## config.mk

```make
export PLATFORM = sky130hd
export DESIGN_NAME = serializer_stream
export DESIGN_NICKNAME = d
export VERILOG_FILES = /design/src/rtl/serializer_pkg.sv /design/src/rtl/serializer_stream_hold_reg.sv /design/src/rtl/serializer_stream.sv
export SDC_FILE = /design/constraint.sdc
export NUM_CORES = 1
export LEC_CHECK = 0
export ABC_CLOCK_PERIOD_IN_PS = 2900
export BUFFER_PORTS_ARGS = -buffer_cell sky130_fd_sc_hd__clkbuf_2
export CAP_MARGIN = 20
export CORE_ASPECT_RATIO = 1.4
export CORE_MARGIN = 1
export CORE_UTILIZATION = 50
export DETAILED_ROUTE_END_ITERATION = 7
export GPL_TIMING_DRIVEN = 1
export PLACE_DENSITY = 0.7
export SLEW_MARGIN = 40
export SYNTH_ARGS = -nofsm -noshare
export SYNTH_HDL_FRONTEND = slang
export SYNTH_SLANG_ARGS = --single-unit
```

## constraint.sdc

```tcl
create_clock -name clk_i -period 2.9 [get_ports clk_i]
set_clock_uncertainty 0.1 [all_clocks]
set_input_delay 0.29 -clock clk_i [delete_from_list [all_inputs] [get_ports clk_i]]
set_output_delay 0.29 -clock clk_i [all_outputs]
set_load 0.01 [all_outputs]
```

## src/rtl/serializer_pkg.sv

```systemverilog
// ---------------------------------------------------------------------------
// serializer_pkg
// Shared types and helpers for the serializer_stream block.
//   state_t    : shifter FSM states (IDLE, SHIFT)
//   len_decode : converts a data_mod field into a bit count (0 means full word)
//   legal_len  : tells whether a data_mod field describes a word that may be sent
// ---------------------------------------------------------------------------
package serializer_pkg;

  typedef enum logic {
    IDLE  = 1'b0,
    SHIFT = 1'b1
  } state_t;

  // A zero length field stands for a full-width word.
  function automatic int unsigned len_decode(input int unsigned mod, input int unsigned dataW);
    return (mod == 0) ? dataW : mod;
  endfunction

  // Lengths 1..minLen-1 are too short for the downstream encoders and get dropped.
  function automatic logic legal_len(input int unsigned mod, input int unsigned minLen);
    return (mod == 0) || (mod >= minLen);
  endfunction

endpackage

```

## src/rtl/serializer_stream_hold_reg.sv

```systemverilog
// ---------------------------------------------------------------------------
// ser_hold_reg
// One-entry holding register for a queued word together with its length
// field and bit order, so the next word can wait while the current one shifts.
// Ports:
//   clk_i, arst_n_i        : clock, asynchronous active-low reset
//   wr_i                   : store data_i/mod_i/msb_i, entry becomes full
//   rd_i                   : entry is taken by the shifter, becomes empty
//   data_i, mod_i, msb_i   : word, length field and bit order to store
//   data_o, mod_o, msb_o   : stored word, length field and bit order
//   full_o                 : entry holds a valid word
// ---------------------------------------------------------------------------
module ser_hold_reg #(
  parameter int DATA_W = 16,
  parameter int MOD_W  = 4
) (
  input  logic              clk_i,
  input  logic              arst_n_i,
  input  logic              wr_i,
  input  logic              rd_i,
  input  logic [DATA_W-1:0] data_i,
  input  logic [MOD_W-1:0]  mod_i,
  input  logic              msb_i,
  output logic [DATA_W-1:0] data_o,
  output logic [MOD_W-1:0]  mod_o,
  output logic              msb_o,
  output logic              full_o
);

  logic [DATA_W-1:0] data_q;
  logic [MOD_W-1:0]  mod_q;
  logic              msb_q;
  logic              full_q;
  logic              full_d;

  // A write wins over a read in the same cycle: the old word leaves, the new one stays.
  assign full_d = wr_i ? 1'b1 : (rd_i ? 1'b0 : full_q);

  always_ff @(posedge clk_i or negedge arst_n_i) begin
    if (!arst_n_i) begin
      data_q <= '0;
      mod_q  <= '0;
      msb_q  <= 1'b0;
      full_q <= 1'b0;
    end else begin
      full_q <= full_d;
      if (wr_i) begin
        data_q <= data_i;
        mod_q  <= mod_i;
        msb_q  <= msb_i;
      end
    end
  end

  assign data_o = data_q;
  assign mod_o  = mod_q;
  assign msb_o  = msb_q;
  assign full_o = full_q;

endmodule

```

## src/rtl/serializer_stream.sv

```systemverilog
// ---------------------------------------------------------------------------
// serializer_stream
// Parallel-to-serial converter with ready/valid handshakes on both sides.
// Words of DATA_W bits with a per-word length are sent one bit per cycle,
// MSB-first or LSB-first, with a marker on the final bit. A one-word hold
// register lets the next word wait so consecutive words leave without gaps.
// Ports:
//   clk_i, arst_n_i  : clock, asynchronous active-low reset
//   data_i           : parallel word
//   data_mod_i       : bit count, 0 means DATA_W bits
//   msb_first_i      : 1 = data_i[DATA_W-1] first, 0 = data_i[0] first
//   data_val_i       : input word valid
//   data_ready_o     : input ready (low only while the hold register is full)
//   ser_data_o       : serial bit
//   ser_data_val_o   : serial bit valid
//   ser_last_o       : final bit of the current word
//   ser_ready_i      : downstream ready
//   busy_o           : shifter active or hold register occupied
//   drop_o           : one-cycle pulse after accepting an illegal-length word
// ---------------------------------------------------------------------------
module serializer_stream
  import serializer_pkg::*;
#(
  parameter int DATA_W  = 16,
  parameter int MOD_W   = $clog2(DATA_W),
  parameter int MIN_LEN = 3
) (
  input  logic              clk_i,
  input  logic              arst_n_i,
  input  logic [DATA_W-1:0] data_i,
  input  logic [MOD_W-1:0]  data_mod_i,
  input  logic              msb_first_i,
  input  logic              data_val_i,
  output logic              data_ready_o,
  output logic              ser_data_o,
  output logic              ser_data_val_o,
  output logic              ser_last_o,
  input  logic              ser_ready_i,
  output logic              busy_o,
  output logic              drop_o
);

  localparam int CNT_W = $clog2(DATA_W) + 1;
  localparam logic [CNT_W-1:0] CNT_ONE = CNT_W'(1);

  // Hold register interface
  logic              holdWr;
  logic              holdRd;
  logic              holdFull;
  logic [DATA_W-1:0] holdData;
  logic [MOD_W-1:0]  holdMod;
  logic              holdMsb;

  // Shifter state and registered outputs
  state_t            state_q;
  logic [DATA_W-1:0] shift_q;
  logic [CNT_W-1:0]  remain_q;
  logic              msb_q;
  logic              serData_q;
  logic              serVal_q;
  logic              serLast_q;
  logic              drop_q;

  // Handshake and load decisions
  logic              inFire;
  logic              inLegal;
  logic              wordEnd;
  logic              slotFree;
  logic              loadHold;
  logic              loadIn;
  logic              stepBit;

  // Word selected for loading and its first-bit/shift views
  logic [DATA_W-1:0] srcData;
  logic [MOD_W-1:0]  srcMod;
  logic              srcMsb;
  logic [CNT_W-1:0]  srcLen;
  logic              srcFirst_d;
  logic [DATA_W-1:0] srcShift_d;
  logic              curBit_d;
  logic [DATA_W-1:0] curShift_d;
  logic [CNT_W-1:0]  remain_d;

  ser_hold_reg #(
    .DATA_W (DATA_W),
    .MOD_W  (MOD_W)
  ) u_hold (
    .clk_i    (clk_i),
    .arst_n_i (arst_n_i),
    .wr_i     (holdWr),
    .rd_i     (holdRd),
    .data_i   (data_i),
    .mod_i    (data_mod_i),
    .msb_i    (msb_first_i),
    .data_o   (holdData),
    .mod_o    (holdMod),
    .msb_o    (holdMsb),
    .full_o   (holdFull)
  );

  assign inFire  = data_val_i && !holdFull;
  assign inLegal = legal_len(32'(data_mod_i), MIN_LEN);

  // In SHIFT the output is always valid, so "advance" reduces to ser_ready_i there
  // and is always true in IDLE.
  assign wordEnd  = (state_q == SHIFT) && (remain_q == '0) && ser_ready_i;
  assign slotFree = (state_q == IDLE) || wordEnd;
  assign stepBit  = (state_q == SHIFT) && (remain_q != '0) && ser_ready_i;

  // The queued word always goes before a newly arriving one to keep order.
  assign loadHold = slotFree && holdFull;
  assign loadIn   = slotFree && !holdFull && inFire && inLegal;

  // Illegal words are acknowledged but never stored, they only raise drop_o.
  assign holdWr = inFire && inLegal && !loadIn;
  assign holdRd = loadHold;

  assign srcData = loadHold ? holdData : data_i;
  assign srcMod  = loadHold ? holdMod  : data_mod_i;
  assign srcMsb  = loadHold ? holdMsb  : msb_first_i;
  assign srcLen  = CNT_W'(len_decode(32'(srcMod), DATA_W));

  // The shift register holds the word already advanced by one, so its edge bit
  // is always the next bit to present.
  assign srcFirst_d = srcMsb ? srcData[DATA_W-1] : srcData[0];
  assign srcShift_d = srcMsb ? (srcData << 1) : (srcData >> 1);
  assign curBit_d   = msb_q ? shift_q[DATA_W-1] : shift_q[0];
  assign curShift_d = msb_q ? (shift_q << 1) : (shift_q >> 1);
  assign remain_d   = remain_q - CNT_ONE;

  always_ff @(posedge clk_i or negedge arst_n_i) begin
    if (!arst_n_i) begin
      state_q   <= IDLE;
      shift_q   <= '0;
      remain_q  <= '0;
      msb_q     <= 1'b0;
      serData_q <= 1'b0;
      serVal_q  <= 1'b0;
      serLast_q <= 1'b0;
      drop_q    <= 1'b0;
    end else begin
      drop_q <= inFire && !inLegal;
      if (loadHold || loadIn) begin
        state_q   <= SHIFT;
        shift_q   <= srcShift_d;
        remain_q  <= srcLen - CNT_ONE;
        msb_q     <= srcMsb;
        serData_q <= srcFirst_d;
        serVal_q  <= 1'b1;
        serLast_q <= (srcLen == CNT_ONE);
      end else if (stepBit) begin
        shift_q   <= curShift_d;
        remain_q  <= remain_d;
        serData_q <= curBit_d;
        serLast_q <= (remain_d == '0);
      end else if (wordEnd) begin
        state_q   <= IDLE;
        serData_q <= 1'b0;
        serVal_q  <= 1'b0;
        serLast_q <= 1'b0;
      end
    end
  end

  assign data_ready_o   = !holdFull;
  assign ser_data_o     = serData_q;
  assign ser_data_val_o = serVal_q;
  assign ser_last_o     = serLast_q;
  assign busy_o         = (state_q == SHIFT) || holdFull;
  assign drop_o         = drop_q;

endmodule

```

# Word-level counts from Yosys, hierarchy flattened
# Cells that the tools add are included.
# totals
regBits	48
in_bits	25
output_inout_bits	6
wordCells	67
# classes
n_addsub	2
order_cmp	1
n_eq_ne	2
n_mux	21
n_bitwise	1
reduce_logical	29
# ops
operator	n
16-bit two-way mux	5
5-bit two-way mux	3
1-bit logical AND	12
1-bit two-way mux	12
5-bit zero test	2
5-bit by 1-bit subtractor with 5-bit output (second input constant)	2
4-bit zero test	2
2-bit nonzero test	3
5-bit by 1-bit == test with 1-bit output (second input constant)	1
5-bit nonzero test	1
4-bit by 2-bit >= comparator with 1-bit output (second input constant)	1
1-bit logical OR	4
4-bit two-way mux	1
1-bit zero test	3
3-bit nonzero test	1
2-bit by 1-bit inequality test with 1-bit output (second input constant)	1
2-bit AND reduction	1
1-bit NOT	1

# Depth between registers and ports, before layout
# depth
depth_word	10
ltp_mapped	10
mapped_depth_nobuf	9

# By module
# From an unflattened synthesis, not the netlist that was laid out.
# hier_totals
cells_unflattened	280
area_unflattened_um2	3125.5
# by_module_without_submodules
module	instances	cells_each	area_per_inst_um2	seq_area_each_um2
serializer_stream	1	233	2304.7	650.6
ser_hold_reg	1	47	820.8	550.5

# Least setup slack after synthesis
# Ideal clock, no wire load.
# synth_timing
path_kind	register to register
startpoint	register remain_q[0]
endpoint	register remain_q[1]
setup_ps	139
arrival_ps	2393
t_required_ps	2661
slack_ps	269
path_stages_with_launch	11
path_buffers	1
period_less_slack_ps	2631
cell_sequence	dfrtp_1 -> inv_1 -> ha_1 -> or4b_4 -> o22ai_2 -> buf_2 -> mux2i_1 -> inv_1 -> ha_1 -> nand2_1 -> o221ai_1
# synth_between
elab_chain_cells	10
elab_cells_between_ends	20
classes_between	add/sub: 2; mux: 4; reduce/logical: 14
# synth_rtl
element	line	source
from (decl)	serializer_stream.sv:57	logic [CNT_W-1:0] remain_q;
from (signal assigned)	serializer_stream.sv:146	remain_q <= srcLen - CNT_ONE;
from (signal assigned)	serializer_stream.sv:153	remain_q <= remain_d;
5-bit zero test	serializer_stream.sv:106	assign wordEnd = (state_q == SHIFT) && (remain_q == '0) && ser_ready_i;
1-bit logical AND (2 in series)	serializer_stream.sv:106	
1-bit logical OR	serializer_stream.sv:107	assign slotFree = (state_q == IDLE) || wordEnd;
1-bit logical AND	serializer_stream.sv:111	assign loadHold = slotFree && holdFull;
4-bit two-way mux	serializer_stream.sv:119	assign srcMod = loadHold ? holdMod : data_mod_i;
4-bit zero test	serializer_pkg.sv:17	return (mod == 0) ? dataW : mod;
5-bit two-way mux	serializer_pkg.sv:17	
5-bit by 1-bit subtractor with 5-bit output	serializer_stream.sv:146	
5-bit two-way mux	serializer_stream.sv:143	if (loadHold || loadIn) begin
# Parallel ways exist; a longest one is shown, timed or not. The select of a mux whose other input is x is not followed.
# A chain may end at the register's enable or synchronous reset.

# Final worst setup path
# layout_timing
startpoint	register remain_q[0]
endpoint	register shift_q[11]
# layout_between
elab_chain_cells	9
elab_cells_between_ends	17
classes_between	mux: 4; reduce/logical: 13
# layout_rtl
element	line	source
5-bit zero test	serializer_stream.sv:106	
1-bit logical AND (2 in series)	serializer_stream.sv:106	
1-bit logical OR	serializer_stream.sv:107	
1-bit logical AND (3 in series)	serializer_stream.sv:112	assign loadIn = slotFree && !holdFull && inFire && inLegal;
1-bit logical OR	serializer_stream.sv:143	
16-bit two-way mux / 2-bit nonzero test (equally long branches)	-	
to (signal assigned)	serializer_stream.sv:145	shift_q <= srcShift_d;
to (signal assigned)	serializer_stream.sv:152	shift_q <= curShift_d;
to (decl)	serializer_stream.sv:56	logic [DATA_W-1:0] shift_q;
# Parallel ways exist; a longest one is shown, timed or not.

==> summary.txt <==
Worst setup path
  • Critical-path maximum fanout: 17
  • Crit path capture type: flop
  • Top delay family on crit path: simple AND/OR/NAND/NOR gates
  • CP arrival: approximately 2.8 ns
  • Critical Path Start: remain_q[0]
  • Critical path, cell by cell: inv_1 > ha_1 > or4b_4 > o21a_1 > or3_1 > o22ai_1 > o22a_1
  • Startpoint types: flop
  • Critical path's slowest cell: or3_1
  • Worst EP required: 3.04 ns
  • WS Path Type: reg2reg
  • Crit path buffers/inverters: 1
  • Reg2reg start: remain_q[0]
  • Crit-path max cell delay: 0.65 ns

STA
  • Final clock period utilization by the worst path: 92.3%
  • Normalized max-slew margin: roughly three fifths
  • Slew Viols, Final: 0
  • Fin crit period: 2.68 ns
  • Final WS setup: 0.223 ns
  • RSZ-0062 raised after global routing: false
  • Setup_tns: 0 ns
  • Setup-failing EPs final: 0
  • Fmax: 0.374 GHz
  • Hold Slack: -0.0167 ns
  • Hold Vio Cnt, Final: 15
  • Actual slew at the worst max-slew pin: 0.629 ns

CTS
  • Clock Path Buffers: 2
  • CTS resizes: 0
  • CTS Buf Count: 5
  • Clock Tree Root: clkbuf_8
  • Clock-pin slew of the registers on the worst-case setup and hold paths: around 0.090 ns
  • CTS tree: done
  • H-tree level count: 2
  • # hold bufs at CTS: 0
  • Total clock sinks: 48
  • Worst-Skew Late Latency: 0.30 ns
  • Postcts setup bufs: 0

Run
  • Max-cap violations: 0

Drt
  • DRC errors left: 0
  • Routed vias/inst: 5.86
  • Initial DRC count: 110
  • Final wirelength: 5.77 mm
  • Antenna viol nets, final: 0
  • Drt pass-1 iters: 4
  • Detailed-route via count: 1981
  • Wirelength per Cell: 17.1 um

Run status
  • Failing checks: negative hold slack
  • Status: finished, violations left

Placed design
  • IO Port Bufs: 30
  • Routability cong.: 0.830
  • Placed cells: 330
  • Pre-CTS setup slack: approximately 0.28 ns
  • HPWL after DPL: 4.09 mm
  • Placed Area: 2880 um2

Finish
  • Fillers: 470
  • Layout Nets: 302
  • Ant. Diodes: 0
  • Area delta synth->final: 11.8%
  • Final Non-Filler Cells: 338
  • Ratio of cells with drive above 1 in the final layout: between 20% and 30%
  • Final instance area: about 3000 um2
  • Fin util: 57.7%

Power and ir drop
  • Cell Pwr Density: approximately 930 nW/um2
  • Leak: 1.29 nW
  • Pwr Total: between 2 and 3 mW
  • Worst vdd ir: 0.512 mV

Logic synthesis
  • Synth Area per Inst: 11.1 um2
  • Post-Syn Area: 2660 um2
  • Dominant cells by area after synthesis: dfrtp_1 45%, mux2i_1 14%, mux2_2 9.3%, o22a_1 3.3%, ha_1 2.8%
  • Post-Synthesis Net Count: 272
  • Synth cell types: 36
  • Warnings from Yosys: 0
  • Seq/Total Area, Yosys: between 40 and 50%
  • Top-count cell post-synth: dfrtp_1
  • Post-synth top cells: 48 x dfrtp_1, 36 x mux2i_1, 22 x mux2_2
  • Cell taking the most area after synthesis: dfrtp_1
  • Mapped Cells: 241
  • Post-synth top flop: dfrtp_1
  • Yosys reg bits: between 40 and 50
  • Post-synth EDFFs: 0
  • Area fraction of the dominant cell type after synthesis: 45.1%
  • Async SR Flop Fraction: 100%

Die
  • Core Area: 5160 um2
  • Chip width: about 64 um
  • Die area: 5630 um2
  • Die Y: 88.4 um
  • Row count: 31
  • Top-level port count: 31
  • Starting Density: between 50% and 60%

GRT
  • Initial antenna violation count: 0
  • Gr usage total: 22.7%
  • Global-route wire length before repair: between 9 and 10 mm
  • Vias in the first global route: 2040
  • Remaining global-route overflow: 0
  • Largest net degree at the start of global routing: 49

Hold path
  • Hold WC Path Type: in2async
where the power goes:
group / internal (mW) / total, mW / switching, mW
clock network: 0.191 / 0.418 / 0.227
logic: 0.585 / 1.09 / 0.500
registers: 0.981 / 1.26 / 0.282
total: 1.76 / 2.77 / 1.01
flip-flops by register name, indices dropped and copies added (netlist names):
register / flops
drop_o: 1
msb_q: 1
remain_q: 5
ser_data_o: 1
ser_data_val_o: 1
ser_last_o: 1
shift_q: 16
u_hold.data_o: 16
u_hold.full_o: 1
u_hold.mod_o: 4
u_hold.msb_o: 1
area by class of cell:
type | instances | area (um2) | share of cell area [%]
Tap cell | 66 | 82.6 | 2.77
Sequential cell | 48 | 1200 | 40.4
Inverter | 5 | 18.8 | 0.630
Clock inverter | 2 | 10.0 | 0.336
Timing Repair Buffer | 38 | 210 | 7.06
Clock buffer | 6 | 82.6 | 2.77
Multi-Input combinational cell | 173 | 1370 | 46.1
cell families after synthesis:
kind of cell / synth area share, %
buffers and inverters: 3.43
muxes: 22.8
and+or+nand+nor: 7.56
xor gates and xnor gates: 2.63
AOI/OAI and AO/OA: 15.6
DFF: 45.1
adders and majority gates: 2.82
metal layers:
layer / vias to the layer above / GRT usage (%) / wire length, um
li1: 967 / - / -
met1: 958 / 27.1 / 2460
met2: 44 / 40.3 / 3000
met3: 12 / 2.84 / 168
met4: 0 / 11.2 / 141
met5: - / 0 / 0
cell usage in the layout, fill, tap and decap left out, types with 3 or more instances in the layout:
cell / Yosys / routed
nand2_1: 8 / 8
a21oi_1: 12 / 12
ha_1: 6 / 6
clkbuf_8: 0 / 6
o221ai_1: 6 / 6
xor2_1: 5 / 5
mux2i_1: 36 / 36
nor3_1: 4 / 4
dfrtp_1: 48 / 47
buf_4: 0 / 8
xnor2_1: 3 / 3
nor3b_1: 3 / 3
mux2_2: 22 / 22
o22a_1: 10 / 10
a31oi_1: 7 / 7
nand3_1: 6 / 6
nor2_1: 12 / 12
o21ai_0: 5 / 5
o22ai_1: 12 / 12
clkbuf_2: 0 / 30
inv_1: 5 / 5
final timing paths:
path                                           to  slack [ns]  cells after the start
worst max-delay path                  shift_q[11]        0.22                      7
worst min-delay path            u_hold.data_o[13]       -0.02                      2
worst max register to register        shift_q[11]        0.22                      7
worst min register to register   u_hold.data_o[5]        0.41                      1
max in group asynchronous                   msb_q        2.25                      2
min in group clk_i              u_hold.data_o[14]        0.13                      2
Power figures use the tool's default switching activity.
